==> config.mk <==
export PLATFORM = sky130hd
export DESIGN_NAME = proc_controller_flat
export DESIGN_NICKNAME = d
export VERILOG_FILES = /design/src/rtl/proc_controller_if.sv /design/src/rtl/proc_controller.sv /design/src/flat_wrapper.sv
export SDC_FILE = /design/constraint.sdc
export NUM_CORES = 1
export LEC_CHECK = 0
export CORE_MARGIN = 5
export CORE_UTILIZATION = 36
export DETAILED_ROUTE_END_ITERATION = 6
export PLACE_DENSITY = 0.75
export SYNTH_ARGS = -nofsm -noshare
export SYNTH_HDL_FRONTEND = slang
export SYNTH_SLANG_ARGS = --single-unit
==> constraint.sdc <==
create_clock -name clk -period 1.5 [get_ports clk]
set_input_delay 0.15 -clock clk [delete_from_list [all_inputs] [get_ports clk]]
set_output_delay 0.15 -clock clk [all_outputs]
set_load 0.1 [all_outputs]
==> src/rtl/proc_controller_if.sv <==
// Control-unit bus bundle between proc_controller and the rest of the processor.
//   master: the controller. It receives instr from the instruction ROM and drives
//           the ROM address, debug state, data-memory and register-file controls.
//   slave:  the ROM/datapath side, or a testbench.
// Signals:
//   instr       ROM data, combinational from pc_out
//   pc_out      ROM address (current PC)
//   ir_out      instruction register
//   state_out   FSM state code, for debug/display
//   d_addr      data-memory address, d_wr write strobe
//   rf_s        RF write-data select (1 = data memory, 0 = ALU)
//   rf_w_addr   RF write address, rf_w_en write enable
//   rf_ra_addr  RF read port A address, rf_rb_addr read port B address
//   alu_s0      ALU function select
interface proc_controller_if #(
  parameter int unsigned PC_W    = 7,
  parameter int unsigned INSTR_W = 16
);
  logic [INSTR_W-1:0] instr;
  logic [PC_W-1:0]    pc_out;
  logic [INSTR_W-1:0] ir_out;
  logic [3:0]         state_out;
  logic [7:0]         d_addr;
  logic               d_wr;
  logic               rf_s;
  logic [3:0]         rf_w_addr;
  logic               rf_w_en;
  logic [3:0]         rf_ra_addr;
  logic [3:0]         rf_rb_addr;
  logic [2:0]         alu_s0;

  modport master (
    input  instr,
    output pc_out, ir_out, state_out, d_addr, d_wr, rf_s,
    output rf_w_addr, rf_w_en, rf_ra_addr, rf_rb_addr, alu_s0
  );

  modport slave (
    output instr,
    input  pc_out, ir_out, state_out, d_addr, d_wr, rf_s,
    input  rf_w_addr, rf_w_en, rf_ra_addr, rf_rb_addr, alu_s0
  );
endinterface

==> src/rtl/proc_controller.sv <==
// Control unit of the programmable processor. It holds the PC, the IR and the
// instruction FSM, and it drives the ROM address, data-memory and register-file controls
// and the ALU function select. This is a Moore machine: every output is decoded
// from the registered state and the IR only.
// Ports:
//   clk    system clock, rising edge
//   rst_n  asynchronous active-low reset. It forces INIT, PC=0 and IR=0 at once.
//   bus    proc_controller_if.master (see the interface header for the signal list)
module proc_controller #(
  parameter int unsigned PC_W    = 7,
  parameter int unsigned INSTR_W = 16
) (
  input logic                clk,
  input logic                rst_n,
  proc_controller_if.master  bus
);

  // The encoding is visible on state_out, so the values are fixed.
  typedef enum logic [3:0] {
    StInit   = 4'd0,
    StFetch  = 4'd1,
    StDecode = 4'd2,
    StNoop   = 4'd3,
    StLoadA  = 4'd4,
    StLoadB  = 4'd5,
    StStore  = 4'd6,
    StAdd    = 4'd7,
    StSub    = 4'd8,
    StHalt   = 4'd9
  } state_e;

  localparam logic [3:0] OpNoop  = 4'h0;
  localparam logic [3:0] OpStore = 4'h1;
  localparam logic [3:0] OpLoad  = 4'h2;
  localparam logic [3:0] OpAdd   = 4'h3;
  localparam logic [3:0] OpSub   = 4'h4;
  localparam logic [3:0] OpHalt  = 4'h5;

  localparam logic [2:0] AluPass = 3'b000;
  localparam logic [2:0] AluAdd  = 3'b001;
  localparam logic [2:0] AluSub  = 3'b010;

  state_e             state_q, state_d;
  logic [PC_W-1:0]    pc_q, pc_d;
  logic [INSTR_W-1:0] ir_q, ir_d;
  logic [3:0]         opcode;

  assign opcode = ir_q[15:12];

  // State, PC and IR registers
  always_ff @(posedge clk or negedge rst_n) begin
    if (!rst_n) begin
      state_q <= StInit;
      pc_q    <= '0;
      ir_q    <= '0;
    end else begin
      state_q <= state_d;
      pc_q    <= pc_d;
      ir_q    <= ir_d;
    end
  end

  // Next state. PC and IR are loaded only in FETCH.
  always_comb begin
    state_d = state_q;
    pc_d    = pc_q;
    ir_d    = ir_q;
    case (state_q)
      StInit: state_d = StFetch;
      StFetch: begin
        ir_d    = bus.instr;
        pc_d    = pc_q + PC_W'(1);  // wraps modulo 2^PC_W
        state_d = StDecode;
      end
      StDecode: begin
        case (opcode)
          OpStore: state_d = StStore;
          OpLoad:  state_d = StLoadA;
          OpAdd:   state_d = StAdd;
          OpSub:   state_d = StSub;
          OpHalt:  state_d = StHalt;
          default: state_d = StNoop;  // NOOP and every unassigned opcode
        endcase
      end
      StLoadA: state_d = StLoadB;     // one wait cycle for the RAM read
      StNoop, StStore, StLoadB, StAdd, StSub: state_d = StFetch;
      StHalt: state_d = StHalt;       // only rst_n leaves HALT
      default: state_d = StInit;
    endcase
  end

  // Address fields follow the IR in every state. Only the strobes qualify them.
  assign bus.pc_out     = pc_q;
  assign bus.ir_out     = ir_q;
  assign bus.state_out  = state_q;
  assign bus.d_addr     = ir_q[11:4];
  assign bus.rf_w_addr  = ir_q[3:0];
  assign bus.rf_rb_addr = ir_q[7:4];
  // STORE reads its source register through port A, from the low nibble.
  assign bus.rf_ra_addr = (opcode == OpStore) ? ir_q[3:0] : ir_q[11:8];

  // Strobes and selects, decoded from state only
  always_comb begin
    bus.d_wr    = 1'b0;
    bus.rf_s    = 1'b0;
    bus.rf_w_en = 1'b0;
    bus.alu_s0  = AluPass;
    case (state_q)
      StLoadA: bus.rf_s = 1'b1;
      StLoadB: begin
        bus.rf_s    = 1'b1;
        bus.rf_w_en = 1'b1;
      end
      StStore: bus.d_wr = 1'b1;
      StAdd: begin
        bus.alu_s0  = AluAdd;
        bus.rf_w_en = 1'b1;
      end
      StSub: begin
        bus.alu_s0  = AluSub;
        bus.rf_w_en = 1'b1;
      end
      default: ;
    endcase
  end

endmodule

==> src/flat_wrapper.sv <==
// flat-port wrapper written by rule: the top's interface ports become plain ports
module proc_controller_flat 
#(
  parameter int unsigned PC_W    = 7,
  parameter int unsigned INSTR_W = 16
)
  (clk, rst_n, bus_instr, bus_pc_out, bus_ir_out, bus_state_out, bus_d_addr, bus_d_wr, bus_rf_s, bus_rf_w_addr, bus_rf_w_en, bus_rf_ra_addr, bus_rf_rb_addr, bus_alu_s0);
  proc_controller_if #(.PC_W(PC_W), .INSTR_W(INSTR_W)) bus_i ();
  input logic clk;
  input logic rst_n;
  input wire logic [$bits(bus_i.instr)-1:0] bus_instr;
  output wire logic [$bits(bus_i.pc_out)-1:0] bus_pc_out;
  output wire logic [$bits(bus_i.ir_out)-1:0] bus_ir_out;
  output wire logic [$bits(bus_i.state_out)-1:0] bus_state_out;
  output wire logic [$bits(bus_i.d_addr)-1:0] bus_d_addr;
  output wire logic [$bits(bus_i.d_wr)-1:0] bus_d_wr;
  output wire logic [$bits(bus_i.rf_s)-1:0] bus_rf_s;
  output wire logic [$bits(bus_i.rf_w_addr)-1:0] bus_rf_w_addr;
  output wire logic [$bits(bus_i.rf_w_en)-1:0] bus_rf_w_en;
  output wire logic [$bits(bus_i.rf_ra_addr)-1:0] bus_rf_ra_addr;
  output wire logic [$bits(bus_i.rf_rb_addr)-1:0] bus_rf_rb_addr;
  output wire logic [$bits(bus_i.alu_s0)-1:0] bus_alu_s0;
  assign bus_i.instr = bus_instr;
  assign bus_pc_out = bus_i.pc_out;
  assign bus_ir_out = bus_i.ir_out;
  assign bus_state_out = bus_i.state_out;
  assign bus_d_addr = bus_i.d_addr;
  assign bus_d_wr = bus_i.d_wr;
  assign bus_rf_s = bus_i.rf_s;
  assign bus_rf_w_addr = bus_i.rf_w_addr;
  assign bus_rf_w_en = bus_i.rf_w_en;
  assign bus_rf_ra_addr = bus_i.rf_ra_addr;
  assign bus_rf_rb_addr = bus_i.rf_rb_addr;
  assign bus_alu_s0 = bus_i.alu_s0;
  proc_controller #(.PC_W(PC_W), .INSTR_W(INSTR_W)) u_core (.clk(clk), .rst_n(rst_n), .bus(bus_i));
endmodule
; Word level (Yosys, flattened, before mapping)
; Cells that the tools add are included.
[word_totals]
regBits = 27
[classes]
addsub = 1
reduce_logical = 4
n_eq_ne = 14
n_mux = 7
[ops]
columns = cell, n
row1 = $pmux W4 S5, 2
row2 = $eq A4 B3 Y1 const B, 6
row3 = $eq A4 B2 Y1 const B, 4
row4 = $eq A4 B1 Y1 const B, 2
row5 = $eq A4 B4 Y1 const B, 2
row6 = $add A7 B1 Y7 const B, 1
row7 = $reduce_or A6 Y1, 1
row8 = $logic_not A4 Y1, 1
row9 = $mux W4, 1
row10 = $pmux W2 S2, 1
row11 = $mux W1, 3
row12 = $reduce_or A3 Y1, 1
row13 = $reduce_or A2 Y1, 1

; Depth between registers and ports, before layout
; Gate-level depths: netlist of run 1.
[depth]
depth_word = 3
ltp_mapped = 5
ltp_nobuf = 3

; Worst setup path after synthesis of run 1
; OpenSTA, ideal clock, no wires.
[synth_path]
path_kind = register to output
from = register u_core.state_q[3] (netlist: u_core.bus.state_out[3])
to = output port bus_rf_w_en
t_required_ps = 1350
path_buffers = 1
path_stages_with_launch = 4
slack_ps = -3821
arrival_time_ps = 5171
path_cell_list = dfrtp_1 > buf_2 > nor4b_1 > a21o_1
[synth_between]
elab_chain_cells = 3
word_cells_on_any_way = 5
classes_between = eq/ne: 3 / mux: 1 / reduce/logical: 1
[synth_lines]
columns = item, line
row1 = from (decl), proc_controller.sv:43  ; state_e state_q, state_d;
row2 = from (signal assigned), proc_controller.sv:53  ; state_q <= StInit;
row3 = from (signal assigned), proc_controller.sv:57  ; state_q <= state_d;
row4 = $eq A4 B3 Y1 / $eq A4 B4 Y1 (equally long branches), proc_controller.sv:108  ; case (state_q)
row5 = $reduce_or A3 Y1 (no line) *, n/a
row6 = $mux W1 *, proc_controller.sv:108
row7 = to (decl), flat_wrapper.sv:19  ; output wire logic [$bits(bus_i.rf_w_en)-1:0] bus_rf_w_en;
; Mark *: on every way between the ends. The rest lies on a longest branch, timed or not.

; Worst setup path after layout of run 1
[layout_path]
from = register u_core.ir_q[13] (netlist: u_core.bus.ir_out[13])
to = output port bus_rf_ra_addr[0]
[layout_between]
elab_chain_cells = 2
[layout_lines]
columns = item, line
row1 = from (decl), proc_controller.sv:45  ; logic [INSTR_W-1:0] ir_q, ir_d;
row2 = from (signal assigned), proc_controller.sv:59  ; ir_q <= ir_d;
row3 = $eq A4 B1 Y1, proc_controller.sv:100  ; assign bus.rf_ra_addr = (opcode == OpStore) ? ir_q[3:0] : ir_q[11:8];
row4 = $mux W4, proc_controller.sv:100
row5 = to (decl), flat_wrapper.sv:20  ; output wire logic [$bits(bus_i.rf_ra_addr)-1:0] bus_rf_ra_addr;
; Every way passes these cells.

==> impl_results.md, run 1 <==
* Status: complete, but fails checks
* Violated checks: negative setup slack
* Worst Hold Class: input port to async pin
* Critical Path End Type: output pin
* Mux share of post-synthesis cell area at approximately 16%
* Share of post-route cells with drive strength above 1 at approximately two thirds
* Largest family of logic cells by synthesized area: multiplexers
* # port buffers at 69
* DRC at 0
* Die Span Y at a little over 70 um
* Fraction of the mapped netlist area in simple logic gates at a little under an eighth
* Core ar. at 0.003716 sq mm
* DP Wirelength at approximately 3.4 mm
* GRT Overall Usage at between 20% and 30%
* Drt first pass iters at 4
* Post-Syn Area per Cell at between 10 and 15 sq um
* Via-to-Cell Ratio at roughly 5
* Post-synthesis sequential area ratio at between 40 and 50%
* Final Skew at between 0.005 and 0.006 ns
* Initial DRC Count at 53
* Synth Instances at between 100 and 150
* Filler instances at around 180
* Total grt overflow at 0
* Chip width at 72.20 um
* CTS tree: done
* Largest net degree at the start of global routing at 28
* CTS HTree Levels at 1
* Req. time, crit path at around 1.4 ns
* Fin nets at around 210
* Post-route ant nets at 0
* Place WS at -0.1104 ns
* Final hold vios at 0
* FMAX at 550.0 MHz
* Layout Utilization at between 80% and 90%
* Total number of vias at roughly 1200
* Synth Area in Compound Gates at between 4 and 5%
* WL final at between 5 and 6 mm
* Critical path peak fanout at 4
* Primary FF master, synth: dfrtp_1
* Root Driver: clkbuf_8
* Synth Register Bits at 27
* Ports at a little over 70
* WL/cell at about 22 um
* Clock sinks at 27
* Initial core utilization at approximately 37%
* Hold WS at approximately 0.23 ns
* Die area at approximately 0.0052 sq mm
* # Max-Cap Violations at 0
* XOR/XNOR share of the synthesized area at between 4 and 5%
* Adder-cell share of the synthesized area at less than 1%
* Num CTS Buffers at 3
* Critical path arrival at 1.67 ns
* CP Launch Type: flip-flop
* Number of synthesized flops with an enable pin at 0
* Placer Congestion at between 0.8 and 0.9
* Asr flop ratio synth at 100.0%
* Worst setup margin at -0.3183 ns
* Kind of critical path: flip-flop to output pin
* Antenna Cells at 0
* Cell Rows at 22
* Number of global-route vias before repair at around 1400
* RSZ-0062 raised after global routing: yes
* Slew Viols, Final at 0
* Synth unique cells at 29
* Initial antenna violation count at 0
* Clk slew on worst S/H paths at ~0.1 ns
* Count of final setup violators at 31
* Tmin final at between 1.5 and 2 ns
* First-pass GRT wire length at roughly 8.4 mm
* Layout area overhead at 114.9%
* Fin crit share at 121.2%
* Skew-Pair Late Insertion Delay at approximately 0.29 ns
* Clock Path Buffers at 2
* Yosys warns at 0
* Mapped Area at about 0.0014 sq mm
* Syn nets at ~140
final timing paths:
kind | start | end | slack (ns) | cells after the start
worst max-delay path | u_core.bus.ir_out[13]$_DFFE_PN0P_ | bus_rf_ra_addr[0] | -0.32 | 4
worst min-delay path | rst_n | u_core.bus.state_out[0]$_DFF_PN0_ | 0.23 | 2
worst max register to register | u_core.bus.state_out[1]$_DFF_PN0_ | u_core.bus.ir_out[5]$_DFFE_PN0P_ | -0.16 | 5
worst min register to register | u_core.bus.pc_out[4]$_DFFE_PN0P_ | u_core.bus.pc_out[4]$_DFFE_PN0P_ | 0.55 | 1
max in group asynchronous | rst_n | u_core.bus.ir_out[14]$_DFFE_PN0P_ | 0.97 | 2
min in group clk | bus_instr[14] | u_core.bus.ir_out[14]$_DFFE_PN0P_ | 0.41 | 3
cells in the final DEF, fill, tap and decap left out, types with 2 or more instances in the layout:
master	instances
buf_12	52
mux2_4	20
clkdlybuf4s50_1	17
dfrtp_1	15
buf_4	14
dfrtp_4	8
buf_6	7
xnor2_1	6
nand4_1	5
buf_8	5
dfrtp_2	4
nor2_4	3
nor2_1	3
o21ai_0	3
clkbuf_8	3
nand2_2	2
and3_4	2
nor4b_4	2
nand2b_4	2
o21ai_2	2
cell usage after synthesis, types with 3 or more instances:
master	count	area, sq um
buf_4	17	127.6
nand2_1	3	11.26
dfrtp_1	27	675.7
nor2_1	6	22.52
xnor2_1	6	52.55
and3_1	3	18.77
mux2_2	20	225.2
buf_6	3	33.78
o21ai_0	5	25.02
nand4_1	5	31.28
worst max-delay path: stages, from the launching register on:
cell and delay [ns]:
dfrtp_4 0.50, nor2_4 0.12, and3_4 0.25, mux2_4 0.34
buf_12 0.17
per-layer routing:
layer / vias up / global-route usage (%) / wire length (um)
met5: - / 0 / 0
met4: 0 / 10.23 / 98
met3: 7 / 4.432 / 322
met2: 55 / 38.52 / 2932
met1: 609 / 24.28 / 2046
li1: 538 / - / -
layout make-up:
cell class              count  area [sq um]  area share (%)
multi-input cells          66         699.4           23.37
repair buffers             95          1470           49.12
well taps                  48         60.06           2.007
clock buffers               3         41.29           1.380
inverters                   1         3.754          0.1254
clock inverters             1         7.507          0.2508
flip-flops and latches     27         710.7           23.75
logic make-up after synthesis:
logic type,after synthesis
DFF,27
and+or+nand+nor,26
buffers and inverters,25
muxes,20
AOI/OAI and AO/OA,11
xor gates and xnor gates,7
adders and majority gates,1
other,1
sequential cells by signal, indices dropped and copies added, names as in the netlist:
| register | count |
|---|---|
| u_core.bus.ir_out | 16 |
| u_core.bus.pc_out | 7 |
| u_core.bus.state_out | 4 |
stage by stage:
stage                     std cells  area (sq um)  TNS [ns]
after floorplan                 118          1515    -10.62
after global placement          223          2673   -0.2173
after detailed placement        223          2673   -0.4664
after CTS                       241          2949    -3.659
after global routing            241          2993    -5.621
final                           241          2993    -4.472
timing repair:
action                                  in CTS  in global routing
buffers inserted                            12                  0
cloned                                       2                  0
pin swaps                                    9                  3
endpoints found under the setup margin      22                 34
hold buffers                                 0                  0
gates resized for setup                     34                 13
Power of run 1 is not shown: default switching activity piles up to over one toggle a cycle in this logic, so the estimate is an artifact.
==> inputs of run 2 (changes only) <==
--- a/config.mk
+++ b/config.mk
@@ -7,6 +7,7 @@
 export LEC_CHECK = 0
 export CORE_MARGIN = 5
 export CORE_UTILIZATION = 36
+export CTS_BUF_LIST = sky130_fd_sc_hd__clkbuf_16
 export DETAILED_ROUTE_END_ITERATION = 6
 export PLACE_DENSITY = 0.75
 export SYNTH_ARGS = -nofsm -noshare
==> impl_results.md, run 2 (same netlist as run 1, synthesis figures left out) <==
* Final hold vios at 0
* Critical Path End Type: output pin
* Fin nets at around 210
* Via-to-Cell Ratio at around 5.0
* Ports at just over 70
* Root Driver: clkbuf_16
* Initial antenna violation count at 0
* Skew-Pair Late Insertion Delay at between 0.2 and 0.3 ns
* CTS Hold Bufs at 0
* Antenna Cells at 0
* CTS HTree Levels at 1
* Drt first pass iters at 4
* Max reg flops at 16
* Critical path arrival at 1.66 ns
* Flop2flop setup slack at -0.18 ns
* Fin crit share at 120.4%
* CP Cell Sequence: nor2_4, and3_4, mux2_4, buf_12
* Share of post-route cells with drive strength above 1 at between 60% and 70%
* Fin cells at between 200 and 250
* CTS tree: done
* # Max-Cap Violations at 0
* Critical path's largest stage delay at about 0.5 ns
* Num CTS Buffers at 3
* Cell Rows at 22
* GRT Overall Usage at 21.81%
* Req. time, crit path at roughly 1.4 ns
* RSZ-0062 raised after global routing: yes
* Kind of critical path: flip-flop to output pin
* Clock sinks at 27
* Core ar. at about 0.0037 sq mm
* Most frequent cells in the layout: 52 x buf_12, 20 x mux2_4, 17 x clkdlybuf4s50_1, 17 x buf_4, 15 x dfrtp_1
* FMAX at 553.9 MHz
* Status: complete, but fails checks
* Reg-to-Reg Start: u_core.bus.state_out[2]$_DFF_PN0_
* CP Launch Type: flip-flop
* Violated checks: negative setup slack
* DP Cell Count at roughly 220
* Critical path peak fanout at 4
* Worst setup margin at -0.3054 ns
* Tmin final at 1.805 ns
* Commonest non-fill, non-tap cell in the layout: buf_12
* DP Wirelength at roughly 3.4 mm
* Worst Hold Class: input port to async pin
* Clock Path Buffers at 2
* Placer Congestion at ~0.88
* Die area at between 0.005 and 0.006 sq mm
* DRC at 0
* Chip width at 72.20 um
* WL/cell at 22.31 um
* Reg2reg end: u_core.bus.ir_out[8]$_DFFE_PN0P_
* Number of global-route vias before repair at about 1400
* Largest net degree at the start of global routing at 28
* Worst path slowest cell: dfrtp_4
* Register-to-Register Path Depth at 5
* Total grt overflow at 0
* Total number of vias at ~1200
* Die Span Y at around 72 um
* Initial DRC Count at 102
* Clk slew on worst S/H paths at roughly 0.070 ns
* Initial core utilization at 37.47%
* Slew Viols, Final at 0
* # port buffers at 69
* Final Skew at 0.003173 ns
* Count of final setup violators at 29
* Post-route ant nets at 0
* WL final at about 5.4 mm
* Layout area overhead at 114.2%
* First-pass GRT wire length at between 8 and 9 mm
## run 2: cell type report
type / count / area, sq um
Clock inverter: 1 / 7.507
Tap cell: 48 / 60.06
Timing Repair Buffer: 94 / 1444
Inverter: 1 / 3.754
Fill cell: 184 / 733.2
Clock buffer: 3 / 75.07
Multi-Input combinational cell: 66 / 681.9
Sequential cell: 27 / 710.7
## run 2: layer usage
layer	track usage [%]	vias up	share of wire (%)
met4	6.054	0	1.1
met3	2.770	5	4.4
li1	-	537	-
met2	40.65	45	56
met5	0	-	0
met1	26.00	617	39
## run 2: timing repair
action	4_1_cts	5_1_grt
setup endpoints to repair	24	34
setup buffers	11	2
resized for setup	34	3
hold endpoints to repair	0	0
gates cloned	1	0
pin swaps	7	4
## run 2: worst max-delay path by stage
stage | startpoint | to | cells past startpoint
after CTS | u_core.bus.ir_out[13]$_DFFE_PN0P_ | bus_rf_ra_addr[3] | 4
after global placement | u_core.bus.ir_out[15]$_DFFE_PN0P_ | bus_rf_ra_addr[2] | 4
final | u_core.bus.ir_out[13]$_DFFE_PN0P_ | bus_rf_ra_addr[2] | 4
after floorplan | u_core.bus.state_out[2]$_DFF_PN0_ | bus_rf_w_en | 3
after global routing | u_core.bus.ir_out[13]$_DFFE_PN0P_ | bus_rf_ra_addr[2] | 4
after detailed placement | u_core.bus.ir_out[15]$_DFFE_PN0P_ | bus_rf_ra_addr[3] | 4
## run 2: worst max-delay path, delay by kind of cell (launching register included)
family	cells	cell delay, ns
mux	1	0.34
buf+inv	1	0.17
flops	1	0.50
simple gates	2	0.37
## run 2: metrics by stage
stage	instance area (sq um)	hold slack (ns)	worst slack, ns	setup TNS (ns)	utilization (%)
6_report	2983	0.2500	-0.3054	-4.137	80.27
3_5_place_dp	2673	0.5423	-0.1104	-0.4664	71.92
2_1_floorplan	1515	-0.1456	-0.9337	-10.62	-
4_1_cts	2972	0.2632	-0.2682	-3.293	79.97
3_3_place_gp	2673	0.5248	-0.05529	-0.2173	71.92
5_1_grt	2983	0.2909	-0.3325	-5.651	80.27
Power of run 2 is left out for the same reason.
